<file path="src/rtl/scoreboarded_register_file_pkg.sv">
// Defaults and address helpers shared by the register file, the hazard unit and decode.
package scoreboarded_register_file_pkg;

    localparam int DEFAULT_DATA_WIDTH     = 32;
    localparam int DEFAULT_REGISTER_COUNT = 32;
    localparam int DEFAULT_READ_PORTS     = 2;
    localparam int DEFAULT_PENDING_BITS   = 2;
    localparam int ZERO_REGISTER_INDEX    = 0;

    // With a non-power-of-two register count, the top address codes select no register.
    function automatic logic address_is_valid(input int address, input int register_count);
        return address < register_count;
    endfunction

endpackage

</file>
<file path="src/rtl/pending_counter.sv">
// Per-register count of issued-but-not-written-back instructions; saturates at both ends.
module pending_counter
    import scoreboarded_register_file_pkg::*;
#(
    parameter int WIDTH = DEFAULT_PENDING_BITS
) (
    input  logic             system_clock,
    input  logic             system_reset,
    input  logic             increment,
    input  logic             decrement,
    input  logic             clear,
    output logic [WIDTH-1:0] count,
    output logic             full,
    output logic             nonzero
);

    assign full    = (count == '1);
    assign nonzero = (count != '0);

    // NOTE: sequential state uses non-blocking assignments so every flop samples pre-edge values.
    always_ff @(posedge system_clock) begin
        if (system_reset || clear) begin
            count <= '0;
        end else if (increment && !decrement && !full) begin
            count <= count + WIDTH'(1);
        end else if (decrement && !increment && nonzero) begin
            count <= count - WIDTH'(1);
        end
    end

endmodule

</file>
<file path="src/rtl/scoreboarded_register_file.sv">
// Multi-port register file with same-cycle write bypass and a per-register pending-write scoreboard.
module scoreboarded_register_file
    import scoreboarded_register_file_pkg::*;
#(
    parameter int DATA_WIDTH     = DEFAULT_DATA_WIDTH,
    parameter int REGISTER_COUNT = DEFAULT_REGISTER_COUNT,
    parameter int ADDRESS_SIZE   = $clog2(REGISTER_COUNT),
    parameter int READ_PORTS     = DEFAULT_READ_PORTS,
    parameter int PENDING_BITS   = DEFAULT_PENDING_BITS,
    parameter int ZERO_REGISTER  = 1
) (
    input  logic                               system_clock,
    input  logic                               system_reset,
    input  logic                               write_enable,
    input  logic [ADDRESS_SIZE-1:0]            write_address,
    input  logic [DATA_WIDTH-1:0]              write_data,
    input  logic [READ_PORTS*ADDRESS_SIZE-1:0] read_address,
    output logic [READ_PORTS*DATA_WIDTH-1:0]   read_data,
    output logic [READ_PORTS-1:0]              read_pending,
    input  logic                               reserve_enable,
    input  logic [ADDRESS_SIZE-1:0]            reserve_address,
    output logic                               reserve_ready,
    input  logic                               flush,
    output logic                               any_pending
);

    logic [DATA_WIDTH-1:0]   registers [REGISTER_COUNT];
    logic [PENDING_BITS-1:0] counts    [REGISTER_COUNT];
    logic [REGISTER_COUNT-1:0] full;
    logic [REGISTER_COUNT-1:0] nonzero;

    logic write_qualifies;
    logic reserve_qualifies;
    logic reserve_write_collide;
    logic reserve_accepted;

    // A register that can hold data and be tracked: in range and not the hardwired zero.
    function automatic logic target_allowed(input logic [ADDRESS_SIZE-1:0] address);
        return address_is_valid(int'(address), REGISTER_COUNT) &&
               !(ZERO_REGISTER != 0 && address == ADDRESS_SIZE'(ZERO_REGISTER_INDEX));
    endfunction

    assign write_qualifies       = write_enable && target_allowed(write_address);
    assign reserve_qualifies     = target_allowed(reserve_address);
    assign reserve_write_collide = write_qualifies && (write_address == reserve_address);

    // A writeback to a full register frees a slot in the same cycle, so the reserve may proceed.
    assign reserve_ready    = !reserve_qualifies || !full[reserve_address] || reserve_write_collide;
    assign reserve_accepted = reserve_enable && reserve_ready && reserve_qualifies && !flush;
    assign any_pending      = |nonzero;

    // NOTE: every entry is reset because reads must return 0 after reset; this keeps the array in flops.
    always_ff @(posedge system_clock) begin
        if (system_reset) begin
            for (int r = 0; r < REGISTER_COUNT; r++) begin
                registers[r] <= '0;
            end
        end else if (write_qualifies) begin
            registers[write_address] <= write_data;
        end
    end

    for (genvar r = 0; r < REGISTER_COUNT; r++) begin : g_counter
        pending_counter #(
            .WIDTH(PENDING_BITS)
        ) u_counter (
            .system_clock(system_clock),
            .system_reset(system_reset),
            .increment   (reserve_accepted && (reserve_address == ADDRESS_SIZE'(r))),
            .decrement   (write_qualifies && (write_address == ADDRESS_SIZE'(r))),
            .clear       (flush),
            .count       (counts[r]),
            .full        (full[r]),
            .nonzero     (nonzero[r])
        );
    end

    for (genvar p = 0; p < READ_PORTS; p++) begin : g_read
        logic [ADDRESS_SIZE-1:0] address;
        logic                    allowed;
        logic                    bypass;

        assign address = read_address[p*ADDRESS_SIZE +: ADDRESS_SIZE];
        assign allowed = target_allowed(address);
        assign bypass  = write_qualifies && (write_address == address);

        assign read_data[p*DATA_WIDTH +: DATA_WIDTH] =
            !allowed ? '0 : (bypass ? write_data : registers[address]);

        // The retiring write counts as already done; a same-cycle reserve is younger and ignored.
        assign read_pending[p] =
            allowed && nonzero[address] && !(bypass && counts[address] == PENDING_BITS'(1));
    end

endmodule

</file>
<file path="config.mk">
export PLATFORM = sky130hd
export DESIGN_NAME = scoreboarded_register_file
export DESIGN_NICKNAME = d
export VERILOG_FILES = /design/src/rtl/scoreboarded_register_file_pkg.sv /design/src/rtl/pending_counter.sv /design/src/rtl/scoreboarded_register_file.sv
export SDC_FILE = /design/constraint.sdc
export NUM_CORES = 2
export LEC_CHECK = 0
export CAP_MARGIN = 20
export CORE_ASPECT_RATIO = 1.1
export CORE_MARGIN = 1.5
export CORE_UTILIZATION = 63
export DETAILED_ROUTE_END_ITERATION = 10
export HOLD_SLACK_MARGIN = 0.05
export PLACE_DENSITY = 0.87
export SETUP_SLACK_MARGIN = 0.05
export SKIP_LAST_GASP = 1
export SLEW_MARGIN = 20
export SYNTH_ARGS = -nofsm -noshare
export SYNTH_HDL_FRONTEND = slang
export SYNTH_SLANG_ARGS = --single-unit
export TNS_END_PERCENT = 20
</file>
<file path="constraint.sdc">
create_clock -name system_clock -period 4.2 [get_ports system_clock]
set_input_delay 0.84 -clock system_clock [delete_from_list [all_inputs] [get_ports system_clock]]
set_output_delay 0.84 -clock system_clock [all_outputs]
set_load 0.02 [all_outputs]
</file>
Word-level counts from Yosys, hierarchy flattened
Memories as Yosys holds them, arrays and structs flattened.
Index checks and enable logic that the tools add are counted.
{"block": "classes", "n_mux": 88, "add_sub_neg": 64, "n_eq_ne": 99, "n_bitwise": 2, "order_cmp": 5, "n_reduce_logical": 382}
{"operator": "$logic_and 1x1->1", "count": 205}
{"operator": "$eq 5x5->1 const B", "count": 32}
{"operator": "$mux 32", "count": 5}
{"operator": "$mux 2", "count": 68}
{"operator": "$reduce_bool 2->1", "count": 64}
{"operator": "$logic_not 1->1", "count": 104}
{"operator": "$eq 5x4->1 const B", "count": 16}
{"operator": "$add 2x1->2 const B", "count": 32}
{"operator": "$eq 2x2->1 const B", "count": 32}
{"operator": "$reduce_or 32->1", "count": 2}
{"operator": "$sub 2x1->2 const B", "count": 32}
{"operator": "$eq 5x3->1 const B", "count": 8}
{"operator": "$bmux 2 s5", "count": 2}
{"operator": "$eq 5x2->1 const B", "count": 4}
{"operator": "$logic_not 5->1", "count": 4}
{"operator": "$lt 5x6->1 const B", "count": 3}
{"operator": "$bmux 1 s5", "count": 3}
{"operator": "$eq 5x5->1", "count": 3}
{"operator": "$ge 6x6->1 const B", "count": 2}
{"operator": "$not 5->6", "count": 2}
{"operator": "$eq 5x1->1 const B", "count": 2}
{"operator": "$mux 1", "count": 9}
{"operator": "$mux 5", "count": 1}
{"operator": "$eq 2x1->1 const B", "count": 2}
{"operator": "$logic_or 1x1->1", "count": 3}
{"block": "word_totals", "in_bits": 57, "reg_bits": 64, "out_inout_bits": 68, "memories": 1, "word_cells": 673, "mem_bits_rw": 1024}
{"name": "registers", "depth": 32, "width": 32, "read_ports": 2, "rd_ports_with_merged_regs": 0, "wr": 32, "line": "scoreboarded_register_file.sv:27", "text": "logic [DATA_WIDTH-1:0] registers [REGISTER_COUNT];"}

Logic depth before layout (Yosys ltp)
{"block": "logic_depth", "word_depth": 15, "mapped_depth": 11}

By module
Synthesis repeated with hierarchy kept, for this count alone.
{"block": "hier_totals", "cells_unflattened": 4316, "area_unflattened_um2": 60392.9}
{"mod": "scoreboarded_register_file", "instances": 1, "area_per_inst_um2": 56389.1, "cells_each": 3868}
{"mod": "pending_counter", "instances": 32, "area_per_inst_um2": 125.1, "cells_each": 14}

Worst setup path after synthesis
No wires, ideal clock.
{"block": "synth_timing", "path_type": "input port to output port", "startpoint": "input port write_address[2]", "endpoint": "output port read_data[62]", "cell_stages": 8, "n_path_buf": 3, "arrival_time_ns": 2.921, "setup_slack_ns": 0.439, "cell_sequence": "or2_1 clkbuf_1 o41ai_2 or3_1 clkbuf_1 clkbuf_1 nor2_1 a211oi_1"}
{"block": "synth_between", "elab_chain_len": 6}
{"element": "start, declared", "line": "scoreboarded_register_file.sv:15", "text": "input logic [ADDRESS_SIZE-1:0] write_address,"}
{"element": "$logic_not 5->1", "line": "scoreboarded_register_file.sv:40", "text": "!(ZERO_REGISTER != 0 && address == ADDRESS_SIZE'(ZERO_REGISTER_INDEX));"}
{"element": "$logic_not 1->1", "line": "scoreboarded_register_file.sv:40"}
{"element": "$logic_and 1x1->1", "line": "scoreboarded_register_file.sv:43", "text": "assign write_qualifies = write_enable && target_allowed(write_address);"}
{"element": "$logic_and 1x1->1 (*)", "line": "scoreboarded_register_file.sv:85", "text": "assign bypass = write_qualifies && (write_address == address);"}
{"element": "$mux 32 (*) (2 in a row)", "line": "scoreboarded_register_file.sv:88", "text": "!allowed ? '0 : (bypass ? write_data : registers[address]);"}
{"element": "end, declared", "line": "scoreboarded_register_file.sv:18", "text": "output logic [READ_PORTS*DATA_WIDTH-1:0] read_data,"}
Mark *: on every way between the ends. The rest lies on a longest branch, timed or not.

Final worst setup path
{"block": "layout_timing", "startpoint": "input port write_address[2]", "endpoint": "output port read_data[51]"}
The elaborated chain is that of the path after synthesis.

==> qor.yml <==
status:
  run_status: "finished with violations"
  violations_in_the_final_reports: "setup timing"
power:
  static-leakage-power_nw: 24.57
  power-per-cell-area_nw_per_um2: 382.7
  power.ir.vdd_worst_mv: 0.3418
hold_path:
  timing.hold.worst_path_depth: 1
  class_of_the_tightest_hold_or_removal_check: "input pin to register"
  worstHoldEndpoint: "registers[0][30]"
  hold_path_startpoint: "system_reset"
worst_setup_path:
  setup.worst_path.end_class: "output port"
  worstSetupPathType: "input pin to output port"
  worst_flop_to_flop_path_startpoint: "g_counter[14].u_counter.count[0]"
  critical_path_arrival_ns: 3.64
  worstPathRequired_ns: 3.36
  worst-r2r-cell-count: 9
  crit_path_max_fo: 10
  rr_endpoint: "g_counter[13].u_counter.count[1]"
  worstSetupStartpointType: "input pin"
  reg2reg_setup_slack_ns: 1.29
clock_network:
  clk_pin_slew_worst_paths_ns: 0.06
  cts.htree.levels: 3
  tritoncts_clock_tree: "built"
  cts_inserted_buffers: 110
  cts-root-to-sink-buffers: 3
  cts_hold_buf: 0
  ctsRootBufferMaster: "clkbuf_16"
  num_clock_sinks: 1088
  clock_latency_ns: 0.74
floorplan:
  num_rows: 119
  die_x_um: 300.0
  floorplan.io_pins: 125
  core-area_um2: 95890
  fp.dieH_um: 329.7
  initial_core_util_pct: 63.76
  die_area_um2: 98920
sta:
  rsz0062_at_grt: "true"
  whs_ns: 0.4939
  hold_viol_final: 0
  report.final.slew_viol_count: 0
  fin_ws_ns: -0.2814
  final.min_clock_period_ns: 4.481
  max_slew_margin_pct: 28.48
  timing.fmax_mhz: 223.1
  skew_ns: 0.02023
  worst-slew-pin-transition_ns: 1.073
  timing.final.setup_violations: 49
  final_min_period_over_clock_period_pct: 106.7
place:
  routabilityCongestion: 1.020
  place.detailed.instances: 5710
  pre_cts_ws_ns: -0.5780
  placedInstanceArea_um2: 66890
  buffer_ports.inserted: 124
  dp_hpwl_um: 130700
detailed_routing:
  detail_route.drc_violations: 0
  wl_per_cell_um: 37.24
  firstDrtPassIters: 9
  vias_per_std_cell: 7.811
  detailedRoute.firstIterationViolations: 9198
  detail_route.wirelength_um: 220500
  num_vias: 46247
  final_antenna_net_count: 0
logic_synthesis:
  synth.yosys.seq_area_share_pct: 52.39
  yosys.cell_count.top_type: "edfxtp_1"
  async_reset_ff_share_pct: 0
  yosys_register_bits: 1088
  synth_commonest_cells: "edfxtp_1, and2_1, mux4_2"
  share_of_the_synthesized_area_in_the_top_cell_type_pct: 50.30
  synth_enable_flop_cells: 1024
  yosys.cell_types.count: 61
  syn-instance-count: 4351
  yosysWarnings: 0
  syn_area_um2: 61140
  synth_largest_area_cell: "edfxtp_1"
  synthesis.area_per_instance_um2: 14.05
  ys_dominant_reg_cell: "edfxtp_1"
  post_synth_main_area_contributors: "edfxtp_1, mux4_2, and2_1, clkbuf_1, dfxtp_1"
global_routing:
  grt_antenna_before_repair: 6
  vias_in_the_first_global_route: 45965
  grt_first_pass_wirelength_um: 312600
  grt_remaining_overflow: 0
  maximum_number_of_pins_on_one_net_before_global_route_repair: 63
  gr-usage-all-layers_pct: 44.77
finish:
  nets: 4612
  finalNonFillerCells: 5921
  area_growth_syn_to_layout_pct: 15.55
  layout-drive-gt1-share_pct: 27.92
  final_design_area_no_fill_um2: 70640
flow_run:
  max_cap_violations: 0
[placed cells by master, fill, tap and decap left out, types with 23 or more instances in the layout]
| cell type | netlist | layout |
|---|---|---|
| a41oi_1 | 32 | 32 |
| edfxtp_1 | 1024 | 1024 |
| nor2_4 | 0 | 23 |
| nor3_1 | 41 | 29 |
| conb_1 | 1 | 32 |
| o21ai_0 | 25 | 23 |
| and2_1 | 997 | 997 |
| mux4_2 | 589 | 589 |
| mux2i_1 | 117 | 117 |
| nand2b_1 | 52 | 26 |
| nand3_1 | 36 | 35 |
| clkbuf_1 | 349 | 26 |
| o22ai_1 | 48 | 47 |
| dfxtp_1 | 64 | 64 |
| nand2b_2 | 0 | 26 |
| o2111ai_1 | 31 | 31 |
| clkdlybuf4s50_1 | 0 | 89 |
| clkbuf_16 | 0 | 111 |
| nor2_1 | 197 | 174 |
| buf_12 | 0 | 114 |
| mux2_2 | 27 | 27 |
| a211oi_1 | 64 | 64 |
| o221ai_1 | 29 | 29 |
| nand2_1 | 180 | 179 |
| a21oi_1 | 57 | 53 |
| a31oi_1 | 38 | 38 |
| buf_4 | 5 | 300 |
[worst max-delay path, stage by stage]
cell and delay [ns]:
clkdlybuf4s50_1 0.49, buf_4 0.20, xnor2_1 0.13, nand2_1 0.08, or3_1 0.40, buf_12 0.17
nand2_1 0.06, buf_4 0.20, o22ai_1 0.14, a21oi_2 0.40, buf_4 0.19, dlygate4sd2_1 0.33
[stage by stage]
| step | power, mW | utilization, % | setup TNS, ns |
|---|---|---|---|
| 4_1_cts | 26.74 | 73.61 | -6.820 |
| 3_5_place_dp | 16.98 | 69.76 | -16.05 |
| 5_1_grt | 27.42 | 73.66 | -10.62 |
| 6_report | 27.03 | 73.67 | -8.172 |
| 3_3_place_gp | 16.81 | 69.76 | -13.81 |
| 2_1_floorplan | 15.11 | - | 0 |
[power by group]
part | internal [mW] | switching, mW | leakage, nW
combinational | 1.88 | 2.38 | 12.5
sequential | 12.4 | 0.351 | 10.3
clock | 5.62 | 4.37 | 1.75
total | 19.9 | 7.10 | 24.6
[worst max-delay path by stage]
| stage | start | endpoint | slack, ns | cells past startpoint |
|---|---|---|---|---|
| after global routing | write_address[2] | read_data[51] | -0.32 | 12 |
| after CTS | read_address[0] | read_data[11] | -0.20 | 9 |
| after detailed placement | write_address[2] | read_data[51] | -0.58 | 10 |
| final | write_address[2] | read_data[51] | -0.28 | 12 |
| after floorplan | write_address[2] | read_data[62] | 0.44 | 8 |
| after global placement | read_address[5] | read_data[51] | -0.52 | 12 |
[kinds of logic (layout without fill, tap and decap cells)]
group,Yosys count,after routing,synth area share (%)
buffers and inverters,489,753,3.318
and+or+nand+nor,1607,1607,14.92
xor gates and xnor gates,17,17,0.2435
other,1,37,0.006134
muxes,733,733,24.11
DFF,1088,1088,52.39
AOI/OAI and AO/OA,416,416,5.014
[state kept, by name (all words and copies together), names as in the netlist]
register / cells
registers: 1024
g_counter.u_counter.count: 64
[cell type report]
cell class                 instances  area [um^2]
clock buffer                     141         2895
sequential                      1088        32030
fill                            5466        25240
clock inverter                    62        670.6
inverter                          15        56.30
antenna                            5        12.51
multi-input combinational       2805        27590
timing repair buffer             535         5803
tap                             1270         1589
[timing repair]
item                       in CTS  in global routing
buffers inserted                0                  2
resized for setup              34                 16
pin swaps                       0                  1
cloned                          1                  0
setup endpoints to repair      67                 67
[per-layer routing]
metal	part of all wire (%)	global-route usage, %
met2	44	67.06
met3	17	15.23
met4	9.6	34.77
met5	0.033	0
met1	29	53.75
Power figures use the tool's default switching activity.
